**src/rtl/clk_gen_pkg.sv**
```systemverilog
// Shared constants and helpers for the multi-channel clock divider.
package clk_gen_pkg;

   localparam int CNT_W_DEF         = 6;
   localparam int DEFAULT_RATIO_DEF = 5;

   function automatic int ch_width(input int num_ch);
      return (num_ch > 1) ? $clog2(num_ch) : 1;
   endfunction

   // A zero half-period is meaningless; treat it as the fastest legal ratio.
   function automatic int unsigned clamp_ratio(input int unsigned ratio);
      return (ratio == 0) ? 1 : ratio;
   endfunction

endpackage

```
**src/rtl/clk_gen_multi_if.sv**
```systemverilog
// Config and output bundle of clk_gen_multi; ch_en exists only with CLK_GEN_MULTI_GATE_EN.
interface clk_gen_multi_if
   import clk_gen_pkg::*;
#(
   parameter int NUM_CH = 2,
   parameter int CNT_W  = CNT_W_DEF,
   parameter int CH_W   = ch_width(NUM_CH)
);
   logic              cfg_valid;
   logic              cfg_ready;
   logic [CH_W-1:0]   cfg_ch;
   logic [CNT_W-1:0]  cfg_ratio;
   logic              align;
   logic              clock_2x;
   logic [NUM_CH-1:0] clock_div;
   logic [NUM_CH-1:0] div_tick;
`ifdef CLK_GEN_MULTI_GATE_EN
   logic [NUM_CH-1:0] ch_en;

   modport master (output cfg_valid, cfg_ch, cfg_ratio, align, ch_en,
                   input  cfg_ready, clock_2x, clock_div, div_tick);
   modport slave  (input  cfg_valid, cfg_ch, cfg_ratio, align, ch_en,
                   output cfg_ready, clock_2x, clock_div, div_tick);
`else
   modport master (output cfg_valid, cfg_ch, cfg_ratio, align,
                   input  cfg_ready, clock_2x, clock_div, div_tick);
   modport slave  (input  cfg_valid, cfg_ch, cfg_ratio, align,
                   output cfg_ready, clock_2x, clock_div, div_tick);
`endif
endinterface

```
**src/rtl/clk_div_ch.sv**
```systemverilog
// One divider channel: wrap counter, active/pending ratio, toggle + tick, align and gating.
module clk_div_ch
   import clk_gen_pkg::*;
#(
   parameter int CNT_W         = CNT_W_DEF,
   parameter int DEFAULT_RATIO = DEFAULT_RATIO_DEF
) (
   input  logic             i_clk,
   input  logic             i_rst,
   input  logic             i_en,
   input  logic             i_align,
   input  logic             i_cfg_we,
   input  logic [CNT_W-1:0] i_cfg_ratio,
   output logic             o_pending,
   output logic             o_div,
   output logic             o_tick
);
   localparam logic [CNT_W-1:0] ONE = CNT_W'(1);

   logic [CNT_W-1:0] r_count;
   logic [CNT_W-1:0] r_ratio_active;
   logic [CNT_W-1:0] r_ratio_pending;
   logic             r_pending;
   logic             r_div;
   logic             r_tick;
   logic [CNT_W-1:0] w_cfg_ratio;
   logic             w_wrap;
   logic             w_run;

   assign w_cfg_ratio = CNT_W'(clamp_ratio(32'(i_cfg_ratio)));
   assign w_wrap      = (r_count == (r_ratio_active - ONE));
   // A disabled channel keeps running while high so it always ends on a clean falling edge.
   assign w_run       = i_en | r_div;

   always_ff @(posedge i_clk or posedge i_rst) begin
      if (i_rst) begin
         r_count         <= '0;
         r_ratio_active  <= CNT_W'(DEFAULT_RATIO);
         r_ratio_pending <= '0;
         r_pending       <= 1'b0;
         r_div           <= 1'b0;
         r_tick          <= 1'b0;
      end else if (i_align) begin
         r_count   <= '0;
         r_div     <= 1'b0;
         r_tick    <= 1'b0;
         r_pending <= 1'b0;
         if (i_cfg_we)
            r_ratio_active <= w_cfg_ratio;
         else if (r_pending)
            r_ratio_active <= r_ratio_pending;
      end else begin
         if (!w_run) begin
            r_count <= '0;
            r_tick  <= 1'b0;
            if (r_pending) begin
               r_ratio_active <= r_ratio_pending;
               r_pending      <= 1'b0;
            end
         end else if (w_wrap) begin
            r_count <= '0;
            r_div   <= ~r_div;
            r_tick  <= 1'b1;
            if (r_pending) begin
               r_ratio_active <= r_ratio_pending;
               r_pending      <= 1'b0;
            end
         end else begin
            r_count <= r_count + ONE;
            r_tick  <= 1'b0;
         end
         // Accept only happens with pending clear, so it never races the wrap update above.
         if (i_cfg_we) begin
            r_ratio_pending <= w_cfg_ratio;
            r_pending       <= 1'b1;
         end
      end
   end

   assign o_pending = r_pending;
   assign o_div     = r_div;
   assign o_tick    = r_tick;

endmodule

```
**src/rtl/clk_gen_multi.sv**
```systemverilog
// Multi-channel programmable clock divider top: clock_2x, config decode, channel array.
// Define CLK_GEN_MULTI_GATE_EN to add per-channel ch_en gating.
module clk_gen_multi
   import clk_gen_pkg::*;
#(
   parameter int NUM_CH        = 2,
   parameter int CNT_W         = CNT_W_DEF,
   parameter int DEFAULT_RATIO = DEFAULT_RATIO_DEF
) (
   input  logic           original_clock,
   input  logic           reset_in,
   clk_gen_multi_if.slave bus
);
   localparam int CH_W = ch_width(NUM_CH);

   logic              r_clock_2x;
   logic [NUM_CH-1:0] w_pending;
   logic [NUM_CH-1:0] w_cfg_we;
   logic [NUM_CH-1:0] w_en;
   logic [NUM_CH-1:0] w_div;
   logic [NUM_CH-1:0] w_tick;
   logic              w_cfg_ready;

   always_ff @(posedge original_clock or posedge reset_in) begin
      if (reset_in)
         r_clock_2x <= 1'b1;
      else if (bus.align)
         r_clock_2x <= 1'b1;
      else
         r_clock_2x <= ~r_clock_2x;
   end

   // Out-of-range channel indices match nothing, so they stay ready and are dropped.
   always_comb begin
      w_cfg_ready = 1'b1;
      for (int i = 0; i < NUM_CH; i++) begin
         if (bus.cfg_ch == CH_W'(i))
            w_cfg_ready = ~w_pending[i];
      end
   end

`ifdef CLK_GEN_MULTI_GATE_EN
   assign w_en = bus.ch_en;
`else
   assign w_en = '1;
`endif

   for (genvar g = 0; g < NUM_CH; g++) begin : g_ch
      assign w_cfg_we[g] = bus.cfg_valid & (bus.cfg_ch == CH_W'(g)) & ~w_pending[g];

      clk_div_ch #(
         .CNT_W         (CNT_W),
         .DEFAULT_RATIO (DEFAULT_RATIO)
      ) u_ch (
         .i_clk       (original_clock),
         .i_rst       (reset_in),
         .i_en        (w_en[g]),
         .i_align     (bus.align),
         .i_cfg_we    (w_cfg_we[g]),
         .i_cfg_ratio (bus.cfg_ratio),
         .o_pending   (w_pending[g]),
         .o_div       (w_div[g]),
         .o_tick      (w_tick[g])
      );
   end

   assign bus.cfg_ready = w_cfg_ready;
   assign bus.clock_2x  = r_clock_2x;
   assign bus.clock_div = w_div;
   assign bus.div_tick  = w_tick;

endmodule
```
**src/flat_wrapper.sv**
```systemverilog
// flat-port wrapper written by rule: the top's interface ports become plain ports
module clk_gen_multi_flat import clk_gen_pkg::*;
#(
   parameter int NUM_CH        = 2,
   parameter int CNT_W         = CNT_W_DEF,
   parameter int DEFAULT_RATIO = DEFAULT_RATIO_DEF
)
  (original_clock, reset_in, bus_cfg_valid, bus_cfg_ch, bus_cfg_ratio, bus_align, bus_cfg_ready, bus_clock_2x, bus_clock_div, bus_div_tick);
  clk_gen_multi_if #(.NUM_CH(NUM_CH), .CNT_W(CNT_W)) bus_i ();
  input  logic original_clock;
  input  logic reset_in;
  input wire logic [$bits(bus_i.cfg_valid)-1:0] bus_cfg_valid;
  input wire logic [$bits(bus_i.cfg_ch)-1:0] bus_cfg_ch;
  input wire logic [$bits(bus_i.cfg_ratio)-1:0] bus_cfg_ratio;
  input wire logic [$bits(bus_i.align)-1:0] bus_align;
  output wire logic [$bits(bus_i.cfg_ready)-1:0] bus_cfg_ready;
  output wire logic [$bits(bus_i.clock_2x)-1:0] bus_clock_2x;
  output wire logic [$bits(bus_i.clock_div)-1:0] bus_clock_div;
  output wire logic [$bits(bus_i.div_tick)-1:0] bus_div_tick;
  assign bus_i.cfg_valid = bus_cfg_valid;
  assign bus_i.cfg_ch = bus_cfg_ch;
  assign bus_i.cfg_ratio = bus_cfg_ratio;
  assign bus_i.align = bus_align;
  assign bus_cfg_ready = bus_i.cfg_ready;
  assign bus_clock_2x = bus_i.clock_2x;
  assign bus_clock_div = bus_i.clock_div;
  assign bus_div_tick = bus_i.div_tick;
  clk_gen_multi #(.NUM_CH(NUM_CH), .CNT_W(CNT_W), .DEFAULT_RATIO(DEFAULT_RATIO)) u_core (.original_clock(original_clock), .reset_in(reset_in), .bus(bus_i));
endmodule
```
**config.mk**
```make
export PLATFORM = sky130hd
export DESIGN_NAME = clk_gen_multi_flat
export DESIGN_NICKNAME = d
export VERILOG_FILES = /design/src/rtl/clk_gen_pkg.sv /design/src/rtl/clk_gen_multi_if.sv /design/src/rtl/clk_div_ch.sv /design/src/rtl/clk_gen_multi.sv /design/src/flat_wrapper.sv
export SDC_FILE = /design/constraint.sdc
export NUM_CORES = 1
export LEC_CHECK = 0
export BUFFER_PORTS_ARGS = -buffer_cell sky130_fd_sc_hd__buf_2
export CORE_UTILIZATION = 40
export CTS_BUF_LIST = sky130_fd_sc_hd__clkbuf_16
export DETAILED_ROUTE_END_ITERATION = 7
export HOLD_SLACK_MARGIN = 0.06
export MAX_ROUTING_LAYER = met4
export PLACE_DENSITY = 0.61
export SETUP_SLACK_MARGIN = 0.4
export SYNTH_ARGS = -nofsm -noshare
export SYNTH_HDL_FRONTEND = slang
export SYNTH_HIERARCHICAL = 1
export SYNTH_SLANG_ARGS = --single-unit
```
**constraint.sdc**
```tcl
create_clock -name original_clock -period 4.8 [get_ports original_clock]
set_input_delay 0.24 -clock original_clock [delete_from_list [all_inputs] [get_ports original_clock]]
set_output_delay 0.24 -clock original_clock [all_outputs]
set_load 0.02 [all_outputs]
```
======== Word level (Yosys, flattened, before mapping) ========
Cells that the tools add are included.
Widths: inputs -> output; s select.
cells by class
  $add $sub $neg .......................... 4
  equality and inequality tests ........... 2
  mux-type cells .......................... 29
  bitwise logic cells ..................... 11
  reductions and logical operators ........ 7
operators with widths
  cell                 number
  $mux 6               13
  $mux 1               16
  $add 6x1->6 const B  2
  $eq 6x6->1           2
  $sub 6x1->6 const B  2
  $not 1->1            7
  $logic_not 6->1      1
  $reduce_bool 3->1    2
  $and 1x1->1          4
  $reduce_and 2->1     2
  $reduce_bool 2->1    2
storage, ports and cells
  register bits ........................... 43
  output and inout bits ................... 6
  logic and storage cells ................. 66

======== Logic depth before layout (Yosys ltp) ========
Gate-level depths: netlist (run 1).
  depth in word-level cells ............... 5
  depth in mapped cells ................... 7
  gate-level depth less buffers ........... 7

======== By module ========
The synthesis (run 1) kept the hierarchy.
by module, submodules not included
  module         times used  cells an instance  area each (µm²)  sequential area each (µm²)
  clk_div_ch     2           115                1114.8           528.0
  clk_gen_multi  1           7                  66.3             26.3

======== Worst setup path before layout (run 1) ========
Ideal clock, no wire load.
  kind .................................... flip-flop to flip-flop
  from .................................... register u_core.g_ch[0].u_ch.r_ratio_active[0]
  to ...................................... register u_core.g_ch[0].u_ch.r_ratio_active[0]
  data arrival time ....................... 1810 ps
  required time ........................... 4721 ps
  setup slack ............................. 2911 ps
  stages on the path, launching flop included .. 8
  buffers on the path ..................... 0
  clock period less this slack ............ 1889 ps
  path through ............................ dfstp_2 inv_1 ha_1 xor2_1 nand2_1 o41ai_4 o221ai_2 a22o_1
between the ends
  longest elaborated chain between the ends .. 3
ends and longest elaborated chain
  element                                                       RTL line          source
  start, declared                                               clk_div_ch.sv:21  logic [CNT_W-1:0] r_ratio_active;
  start signal, assigned                                        clk_div_ch.sv:38  r_ratio_active <= CNT_W'(DEFAULT_RATIO);
  start signal, assigned                                        clk_div_ch.sv:49  r_ratio_active <= w_cfg_ratio;
  start signal, assigned                                        clk_div_ch.sv:51  r_ratio_active <= r_ratio_pending;
  $sub 6x1->6 / $mux 6 (equally long branches)                  --
  $eq 6x6->1, or another cell as far along                      clk_div_ch.sv:31  assign w_wrap = (r_count == (r_ratio_active - ONE));
  $reduce_bool 2->1 (no line) / $mux 6 (equally long branches)  --
Several ways; a longest one is shown, not always the timed one. The select of a mux whose other input is x is not followed.
A chain may end at the register's enable or synchronous reset.

======== Final worst setup path (run 1) ========
  from .................................... register u_core.g_ch[1].u_ch.r_ratio_active[0]
  to ...................................... register u_core.g_ch[1].u_ch.r_pending
between the ends
  longest elaborated chain between the ends .. 3
ends and longest elaborated chain
  element                      RTL line          source
  start, declared              clk_div_ch.sv:21
  start signal, assigned       clk_div_ch.sv:38
  start signal, assigned       clk_div_ch.sv:49
  start signal, assigned       clk_div_ch.sv:51
  $sub 6x1->6                  clk_div_ch.sv:31
  $eq 6x6->1                   clk_div_ch.sv:31
  $reduce_bool 3->1 (no line)  --
  end signal, assigned         clk_div_ch.sv:40  r_pending <= 1'b0;
  end signal, assigned         clk_div_ch.sv:47  r_pending <= 1'b0;
  end signal, assigned         clk_div_ch.sv:58  r_pending <= 1'b0;
  end, declared                clk_div_ch.sv:23  logic r_pending;
No other way between the ends.

==> results of run 1 <==
==> metal layers <==
layer | track usage | part of all wire | vias up
li1 | - | - | 847
met1 | 0.241 | 0.53 | 767
met2 | 0.249 | 0.43 | 31
met3 | 0.0365 | 0.032 | 6
met4 | 0.0528 | 0.011 | 0
met5 | - | 0 | -
==> per-stage QoR <==
step	util	instance area, um^2	hold slack [ns]	power, W
after global placement	0.444	2450	0.254	0.00106
after floorplan	-	2300	0.130	0.000953
after CTS	0.472	2600	0.228	0.00140
after detailed placement	0.444	2450	0.257	0.00107
final	0.472	2600	0.228	0.00139
after global routing	0.472	2600	0.240	0.00149
==> cell usage in the layout, fill, tap and decap left out, drive strengths merged, types with 4 or more instances in the layout <==
master and count:
buf 16, and2 6, xnor2 10, ha 4, inv 14, o2bb2ai 10
nor2b 4, nor4 4, o21ai 8, xor2 10, a21oi 6, nor3 4
nand3 4, nor2 20, clkbuf 5, dfstp 5, a22oi 10, nand2 42
dfrtp 38, nand2b 9
==> cell families after synthesis <==
logic type	synth area share
AND/OR/NAND/NOR	0.205
AO/OA/AOI/OAI	0.179
flip-flops	0.471
XOR/XNOR	0.0763
buffers and inverters	0.0311
adder cells (fa/ha/maj)	0.0218
multiplexers	0.0142
other	0.00163
==> power groups by stage <==
stage          Combinational [W]  Sequential [W]  Clock (W)
2_1_floorplan           0.000394        0.000560          0
3_3_place_gp            0.000473        0.000584          0
3_5_place_dp            0.000482        0.000586          0
4_1_cts                 0.000486        0.000581   0.000336
5_1_grt                 0.000544        0.000597   0.000350
6_report                0.000478        0.000581   0.000326
==> worst max path at each step <==
stage / to / slack [ns] / cells after the start / start
finish: u_core/g_ch[1].u_ch/o_pending$_DFFE_PP0P_ / 2.70 / 7 / u_core/g_ch[1].u_ch/r_ratio_active[0]$_DFFE_PP1P_
global route: u_core/g_ch[1].u_ch/r_ratio_active[0]$_DFFE_PP1P_ / 2.52 / 7 / u_core/g_ch[1].u_ch/r_ratio_active[0]$_DFFE_PP1P_
CTS: u_core/g_ch[1].u_ch/o_pending$_DFFE_PP0P_ / 2.69 / 7 / u_core/g_ch[1].u_ch/r_ratio_active[0]$_DFFE_PP1P_
detailed placement: u_core/g_ch[1].u_ch/o_pending$_DFFE_PP0P_ / 2.70 / 7 / u_core/g_ch[1].u_ch/r_ratio_active[0]$_DFFE_PP1P_
global placement: u_core/g_ch[1].u_ch/o_pending$_DFFE_PP0P_ / 2.74 / 7 / u_core/g_ch[1].u_ch/r_ratio_active[0]$_DFFE_PP1P_
floorplan: u_core/g_ch[0].u_ch/r_ratio_active[0]$_DFFE_PP1P_ / 2.91 / 7 / u_core/g_ch[0].u_ch/r_ratio_active[0]$_DFFE_PP1P_
==> state kept, by name, summed over array words and instances (netlist names) <==
name,flops
u_core/g_ch.u_ch/r_ratio_active,12
u_core/g_ch.u_ch/o_pending,2
u_core/g_ch.u_ch/o_div,2
u_core/g_ch.u_ch/r_ratio_pending,12
u_core/g_ch.u_ch/o_tick,2
u_core/bus.clock_2x,1
u_core/g_ch.u_ch/r_count,12
==> worst reg2reg max path, delay by kind of cell (launching register included) <==
family          cells  cell delay, ns
compound gates      4            0.94
flops               1            0.58
fa+ha+maj           1            0.22
simple gates        1            0.17
buf+inv             1            0.06
==> area by class of cell <==
class,count,area [um^2]
Clock inverter,3,16.3
Fill cell,539,2910
Tap cell,72,90.1
Clock buffer,5,125
Multi-Input combinational cell,176,1150
Timing Repair Buffer,17,90.1
Inverter,13,48.8
Sequential cell,43,1080
==> Yosys cell counts, types with 2 or more instances <==
cell type  number
a21oi_1         6
a22o_1          2
a22oi_1        10
and2_0          2
and2_1          4
and3_1          2
buf_1           2
clkbuf_1        4
dfrtp_1        38
dfstp_2         5
ha_1            4
inv_1          13
mux2_2          2
nand2_1        42
nand2b_1        9
nand3_1         4
nand4_1         2
nor2_1         20
nor2b_1         4
nor3_1          4
nor4_1          2
nor4_2          2
o211a_1         2
o21a_1          2
o21ai_0         6
o21ai_1         2
o21bai_1        2
o221ai_2        2
o2bb2ai_1      10
o31ai_2         2
o41ai_4         2
xnor2_1        10
xor2_1         10
==> timing repair <==
action | in CTS | in global routing
gates resized for setup | 0 | 0
hold buffers | 1 | 0
endpoints found under the hold margin | 1 | 0
==> impl_metrics.ini, run 1 <==
[cells_and_area]
stdcell_count = 329
drive_above_1_share = 0.148
antennaDiodeCount = 0
syn_to_final_growth_pct = 13.2
final_nets = 271

[pwr]
seqPwrFrac = 0.420
vdd_drop_max_uv = 197
clkPwrFrac = 0.235
p_per_area_nw_per_um2 = 533
power.share.combinational = 0.345
switching_power_w = 0.000520
swShare = 0.375
total_leakage_power_nw = 1.19
intPower_w = 0.000866

[global_route]
antenna_found_initial = 0
grt-ovfl-total = 0
grt_usage = 0.172
grt_pass1_vias = 1628
grt_pass1_wl_um = 7820
grt_max_degree = 22

[clock_network]
post_cts.repair.setup_buffers = 0
htreeDepth = 2
cts_buffers = 5
clockBufferDepth = 2
cts_tree = built
root_buffer = clkbuf_16
clock-sinks = 43
clk_pin_slew_ns = 0.06
clk_latency_ns = 0.28

[floorplanning]
num_rows = 27
die_w_um = 77.8
io_pins = 17
start_util = 0.417
coreArea_um2 = 5510
die_area_um2 = 6050
fp.dieH_um = 77.8

[synth]
synth-edff-count = 0
ys_types = 37
ys_top_cells_by_area = dfrtp_1 (41%), nand2_1 (6.9%), dfstp_2 (5.7%), o2bb2ai_1 (3.8%), xnor2_1 (3.8%)
ys_async_sr_fraction = 1.00
synth_flop_cell = dfrtp_1
synth_top_area_frac = 0.414
syn_inst = 237
ys_seq_elements = 43
syn_area_per_cell_um2 = 9.69
yosysSeqAreaShare = 0.471
synth_area_um2 = 2300
yosysWarnings = 6
yosysTopAreaCell = dfrtp_1

[sta]
finalSetupViolCount = 0
rsz0062_at_grt = false
maxSlewHeadroom = 0.458
finalCriticalPeriod_ns = 2.10
maxSlewViolCount = 0
setup_tns_ns = 0
tightest_slew_ns = 0.813
skew_ns = 0.00433
finalHoldViolCount = 0
finalWorstSetupSlack_ns = 2.70
fin_crit_sh = 0.437
max_freq_mhz = 477

[placed_design]
place.gp.congestion = 0.787
dp_slack_ns = 2.70
hpwl_um = 3310
port_buffers = 16
place_inst = 320

[route]
drt-total-wl_um = 4520
drc = 0
vias_per_cell = 5.02
final_antenna_net_count = 0
avgRoutedWirePerCell_um = 13.8
vias = 1651
first_iter_violations = 86
firstDrtPassIters = 4

[setup_path]
end_kind = flip-flop
r2r-start = u_core/g_ch[1].u_ch/r_ratio_active[0]$_DFFE_PP1P_
critical_path.top_delay_family = compound AO/OA/AOI/OAI gates
cpMaxStageDelayCell = dfstp_2
r2r_cells = 7
crit_fanout = 7
cp-start-kind = flip-flop
cp.arrival_ns = 2.25
crit_buf_inv = 1
slowest_delay_ns = 0.58
critPathRequiredTime_ns = 4.95
path_class = flip-flop to flip-flop
path_cells = inv_1 -> ha_1 -> nand2b_1 -> o211a_1 -> o31ai_2 -> o21a_1 -> o21ai_0
reg2reg_slack_ns = 2.70
r2r_end = u_core/g_ch[1].u_ch/o_pending$_DFFE_PP0P_

[min_path]
hold_path.startpoint = bus_cfg_ratio[1]
hp-class = primary input to flip-flop
hold_path_end = u_core/g_ch[0].u_ch/r_ratio_pending[1]$_DFFE_PP0P_
whs_path_depth = 3

[run_status]
outcome = finished, final reports clean

[flow_run]
drv_cap = 0
(Power assumes the default switching activity.)
==> run 2: changes to the inputs <==
clock period = 2.2 ns   (was 4.8 ns; I/O delays follow)
==> run 2 against run 1 <==
Sequential cell count unchanged. Fmax up 3.7%. Count of clock-buffer cells in the layout unchanged. Combinational power rose to 2.7 times the previous value. Die area unchanged. Sequential share of layout area down 2.3 points. First-iteration DRC count down 21%. Largest power group is now combinational cells. Worst setup slack worse by 2.5 ns. Largest cell class unchanged. Cell count up 1.5%. Critical path type unchanged. Clock power rose to 2.5 times the previous value. Total power up 150%.
==> impl_metrics.ini, run 2 (synthesis results as in run 1) <==
[run_status]
outcome = finished, final reports clean

[placed_design]
dpl_cell_area_um2 = 2490
hpwl_um = 3370
dp_slack_ns = 0.208
place_inst = 320
port_buffers = 16
place.gp.congestion = 0.788

[setup_path]
cp-start-kind = flip-flop
end_kind = flip-flop
critical_path.top_delay_family = compound AO/OA/AOI/OAI gates
path_cells = inv_2 -> ha_4 -> xor2_1 -> nand2_1 -> o41ai_4 -> o221ai_4 -> a22o_1
crit_buf_inv = 1
critPathRequiredTime_ns = 2.42
slowest_delay_ns = 0.56
cp.arrival_ns = 2.24
cpMaxStageDelayCell = dfstp_2
path_class = flip-flop to flip-flop
crit_fanout = 6

[clock_network]
cts_tree = built
root_buffer = clkbuf_16
clk_latency_ns = 0.29
clock-sinks = 43
cts_buffers = 5
htreeDepth = 2
clk_pin_slew_ns = 0.06
clockBufferDepth = 2

[cells_and_area]
most-common-layout-cells = nand2_1 (42), dfrtp_1 (38), nor2_1 (20), buf_2 (16), inv_1 (11)
antennaDiodeCount = 0
final_nets = 276
drive_above_1_share = 0.206
stdcell_count = 334
final_core_util = 0.500
fin_area_um2 = 2750
reg.largest.list = u_core/g_ch.u_ch/r_count (12), u_core/g_ch.u_ch/r_ratio_active (12), u_core/g_ch.u_ch/r_ratio_pending (12)
fillers = 516
syn_to_final_growth_pct = 19.9
final_common_cell = nand2_1

[floorplanning]
fp.dieH_um = 77.8
num_rows = 27
die_w_um = 77.8
io_pins = 17
die_area_um2 = 6050
coreArea_um2 = 5510
start_util = 0.417

[sta]
finalHoldViolCount = 0
rsz0062_at_grt = true
maxSlewViolCount = 0
setup_tns_ns = 0
finalCriticalPeriod_ns = 2.02
maxSlewHeadroom = 0.448
finalSetupViolCount = 0
skew_ns = 0.00652
max_freq_mhz = 494
fin_crit_sh = 0.919
finalWorstSetupSlack_ns = 0.177
tightest_slew_ns = 0.826

[route]
avgRoutedWirePerCell_um = 14.3
vias_per_cell = 5.17
final_antenna_net_count = 0
drc = 0
drt-total-wl_um = 4780
first_iter_violations = 68
vias = 1728
firstDrtPassIters = 4

[pwr]
vdd_drop_max_uv = 454
p_per_area_nw_per_um2 = 1230
total_leakage_power_nw = 1.24

[global_route]
grt_pass1_vias = 1628
antenna_found_initial = 0
grt_usage = 0.188
grt_max_degree = 22
use_met3 = 0.0412
grt_pass1_wl_um = 8380
use_met1 = 0.279
use_met2 = 0.246
gr-max-usage-layer = met1
grt-ovfl-total = 0

[min_path]
hp-class = primary input to flip-flop

[flow_run]
drv_cap = 0
-- run 2: path summary, 6_finish.rpt --
check / start / end / slack (ns) / depth (start not counted)
worst max-delay path: u_core/g_ch[1].u_ch/r_ratio_active[0]$_DFFE_PP1P_ / u_core/g_ch[1].u_ch/r_ratio_active[0]$_DFFE_PP1P_ / 0.18 / 7
worst min-delay path: bus_cfg_ratio[1] / u_core/g_ch[0].u_ch/r_ratio_pending[1]$_DFFE_PP0P_ / 0.1 / 3
worst max register to register: u_core/g_ch[1].u_ch/r_ratio_active[0]$_DFFE_PP1P_ / u_core/g_ch[1].u_ch/r_ratio_active[0]$_DFFE_PP1P_ / 0.18 / 7
worst min register to register: u_core/bus.clock_2x$_DFF_PP1_ / u_core/bus.clock_2x$_DFF_PP1_ / 0.46 / 1
max in group asynchronous: reset_in / u_core/g_ch[0].u_ch/r_ratio_pending[1]$_DFFE_PP0P_ / 1.13 / 3
min in group asynchronous: reset_in / u_core/bus.clock_2x$_DFF_PP1_ / 0.38 / 3
-- run 2: layer usage --
layer  part of all wire  up-vias
met5                  0        -
met4              0.013        0
met3              0.039        6
met2               0.41       26
met1               0.53      831
li1                   -      865
-- run 2: layout make-up --
| type | count | area, um^2 | area share |
|---|---|---|---|
| inverters | 13 | 48.8 | 0.0177 |
| multi-input cells | 176 | 1240 | 0.450 |
| repair buffers | 22 | 128 | 0.0464 |
| well taps | 72 | 90.1 | 0.0327 |
| flip-flops and latches | 43 | 1080 | 0.393 |
| clock buffers | 5 | 125 | 0.0455 |
| clock inverters | 3 | 38.8 | 0.0141 |
-- run 2: timing repair --
item | 4_1_cts | 5_1_grt
endpoints found under the hold margin | 39 | 0
pin swaps | 12 | 0
hold buffers | 1 | 0
endpoints found under the setup margin | 28 | 30
setup buffers | 3 | 2
gates resized for setup | 6 | 4
-- run 2: per-stage QoR --
step	total power, W	hold slack, ns
6_report	0.00340	0.0993
5_1_grt	0.00363	0.101
4_1_cts	0.00335	0.0980
3_5_place_dp	0.00242	0.127
3_3_place_gp	0.00240	0.125
2_1_floorplan	0.00217	-0.000303
-- run 2: report_power, final --
group | total, W | internal, W | switching (W)
clock | 0.000831 | 0.000529 | 0.000302
combinational | 0.00130 | 0.000595 | 0.000700
sequential | 0.00127 | 0.00102 | 0.000246
-- run 2: worst reg2reg max path, delay by kind of cell, from the launching register on --
kind	cells	cell delay, ns
simple gates	1	0.11
compound gates	3	0.82
flops	1	0.56
fa+ha+maj	1	0.25
xor+xnor	1	0.15
buf+inv	1	0.05
==> run 3: changes to the inputs <==
BUFFER_PORTS_ARGS = -buffer_cell sky130_fd_sc_hd__clkbuf_2   (was -buffer_cell sky130_fd_sc_hd__buf_2)
==> run 3 against run 2 <==
Total power increased by 7.4%. Critical endpoint unchanged. Global-route usage about the same. Largest cell class unchanged. Fmax increased by 0.22%.
==> impl_metrics.ini, run 3 (synthesis results as in run 1) <==
[floorplanning]
coreArea_um2 = 5510
die_area_um2 = 6050
start_util = 0.417
fp.dieH_um = 77.8
die_w_um = 77.8
io_pins = 17
num_rows = 27

[setup_path]
cp.arrival_ns = 2.23
crit_fanout = 6
slowest_delay_ns = 0.55
cp-start-kind = flip-flop
end_kind = flip-flop
r2r-start = u_core/g_ch[1].u_ch/r_ratio_active[0]$_DFFE_PP1P_
critical_path.top_delay_family = compound AO/OA/AOI/OAI gates
crit_buf_inv = 1
cpMaxStageDelayCell = dfstp_2
path_class = flip-flop to flip-flop
path_cells = inv_2 -> ha_4 -> xor2_2 -> nand2_2 -> o41ai_4 -> o221ai_4 -> a22o_1
critPathRequiredTime_ns = 2.42
startpoint = u_core/g_ch[1].u_ch/r_ratio_active[0]$_DFFE_PP1P_

[cells_and_area]
stdcell_count = 340
drive_above_1_share = 0.299
most-common-layout-cells = nand2_1 (39), dfrtp_1 (36), clkbuf_2 (16), nor2_1 (14), inv_1 (13)
antennaDiodeCount = 0
syn_to_final_growth_pct = 26.5
final_nets = 282
final_core_util = 0.528
final_common_cell = nand2_1
reg.largest.list = u_core/g_ch.u_ch/r_count (12), u_core/g_ch.u_ch/r_ratio_active (12), u_core/g_ch.u_ch/r_ratio_pending (12)

[clock_network]
clk_pin_slew_ns = 0.06
htreeDepth = 2
root_buffer = clkbuf_16
cts_tree = built
clock-sinks = 43
cts_buffers = 5
clk_latency_ns = 0.28
clockBufferDepth = 2

[run_status]
outcome = finished, final reports clean

[placed_design]
place.gp.congestion = 0.779
hpwl_um = 3530
port_buffers = 16
place_inst = 320
dp_slack_ns = 0.194

[flow_run]
drv_cap = 0

[route]
final_antenna_net_count = 0
vias = 1754
firstDrtPassIters = 4
vias_per_cell = 5.16
drc = 0
first_iter_violations = 83
drt-total-wl_um = 5140
avgRoutedWirePerCell_um = 15.1

[sta]
skew_ns = 0.00492
maxSlewHeadroom = 0.450
rsz0062_at_grt = true
finalCriticalPeriod_ns = 2.02
fin_crit_sh = 0.917
tightest_slew_ns = 0.824
finalWorstSetupSlack_ns = 0.182
maxSlewViolCount = 0
setup_tns_ns = 0
max_freq_mhz = 495
finalHoldViolCount = 0
finalSetupViolCount = 0

[pwr]
total_leakage_power_nw = 1.29
p_per_area_nw_per_um2 = 1260
vdd_drop_max_uv = 477
power_w = 0.00365

[global_route]
grt_pass1_wl_um = 8340
grt-ovfl-total = 0
grt_pass1_vias = 1686
antenna_found_initial = 0
grt_usage = 0.188
grt_max_degree = 22

[min_path]
hold_path.startpoint = bus_cfg_ratio[3]
hp-class = primary input to flip-flop
-- run 3: repair_timing --
item                       CTS  global route
resized for setup           11            27
pin swaps                   16            14
hold endpoints to repair    39             0
setup endpoints to repair   28            29
hold buffers                 1             0
setup buffers                7             4
cloned                       0             0
-- run 3: through the flow --
stage	hold WS (ns)	cell area (um^2)
floorplan	-0.000303	2340
global placement	0.116	2490
detailed placement	0.119	2490
CTS	0.104	2740
global route	0.125	2910
finish	0.111	2910
-- run 3: where the power goes --
part	internal, W	switching [W]
combinational	0.000775	0.000862
clock	0.000410	0.000293
sequential	0.00103	0.000278
total	0.00221	0.00143
-- run 3: final cells by class --
| class | count | area (um^2) |
|---|---|---|
| fillers | 489 | 2600 |
| multi-input cells | 176 | 1370 |
| flip-flops and latches | 43 | 1080 |
| repair buffers | 28 | 176 |
| clock buffers | 5 | 125 |
| well taps | 72 | 90.1 |
| inverters | 13 | 48.8 |
| clock inverters | 3 | 12.5 |
-- run 3: worst paths after layout --
| path | to | slack, ns | cells past startpoint |
|---|---|---|---|
| max | u_core/g_ch[1].u_ch/r_ratio_active[0]$_DFFE_PP1P_ | 0.18 | 7 |
| min | u_core/g_ch[0].u_ch/r_ratio_pending[3]$_DFFE_PP0P_ | 0.11 | 3 |
| max reg2reg | u_core/g_ch[1].u_ch/r_ratio_active[0]$_DFFE_PP1P_ | 0.18 | 7 |
| min reg2reg | u_core/bus.clock_2x$_DFF_PP1_ | 0.46 | 1 |
| max in group asynchronous | u_core/g_ch[1].u_ch/r_ratio_active[1]$_DFFE_PP0P_ | 1.10 | 3 |
| min in group asynchronous | u_core/bus.clock_2x$_DFF_PP1_ | 0.37 | 3 |
-- run 3: tightest hold or removal path: stages --
cell      delay [ns]
clkbuf_2        0.13
nand2_1         0.07
nand2_1         0.04
-- run 3: per-layer routing --
metal | vias to the layer above | track usage | wire length [um]
met5 | - | - | 0
met4 | 0 | 0.0755 | 65
met3 | 7 | 0.0494 | 206
met2 | 29 | 0.257 | 2280
met1 | 842 | 0.262 | 2580
li1 | 876 | - | -
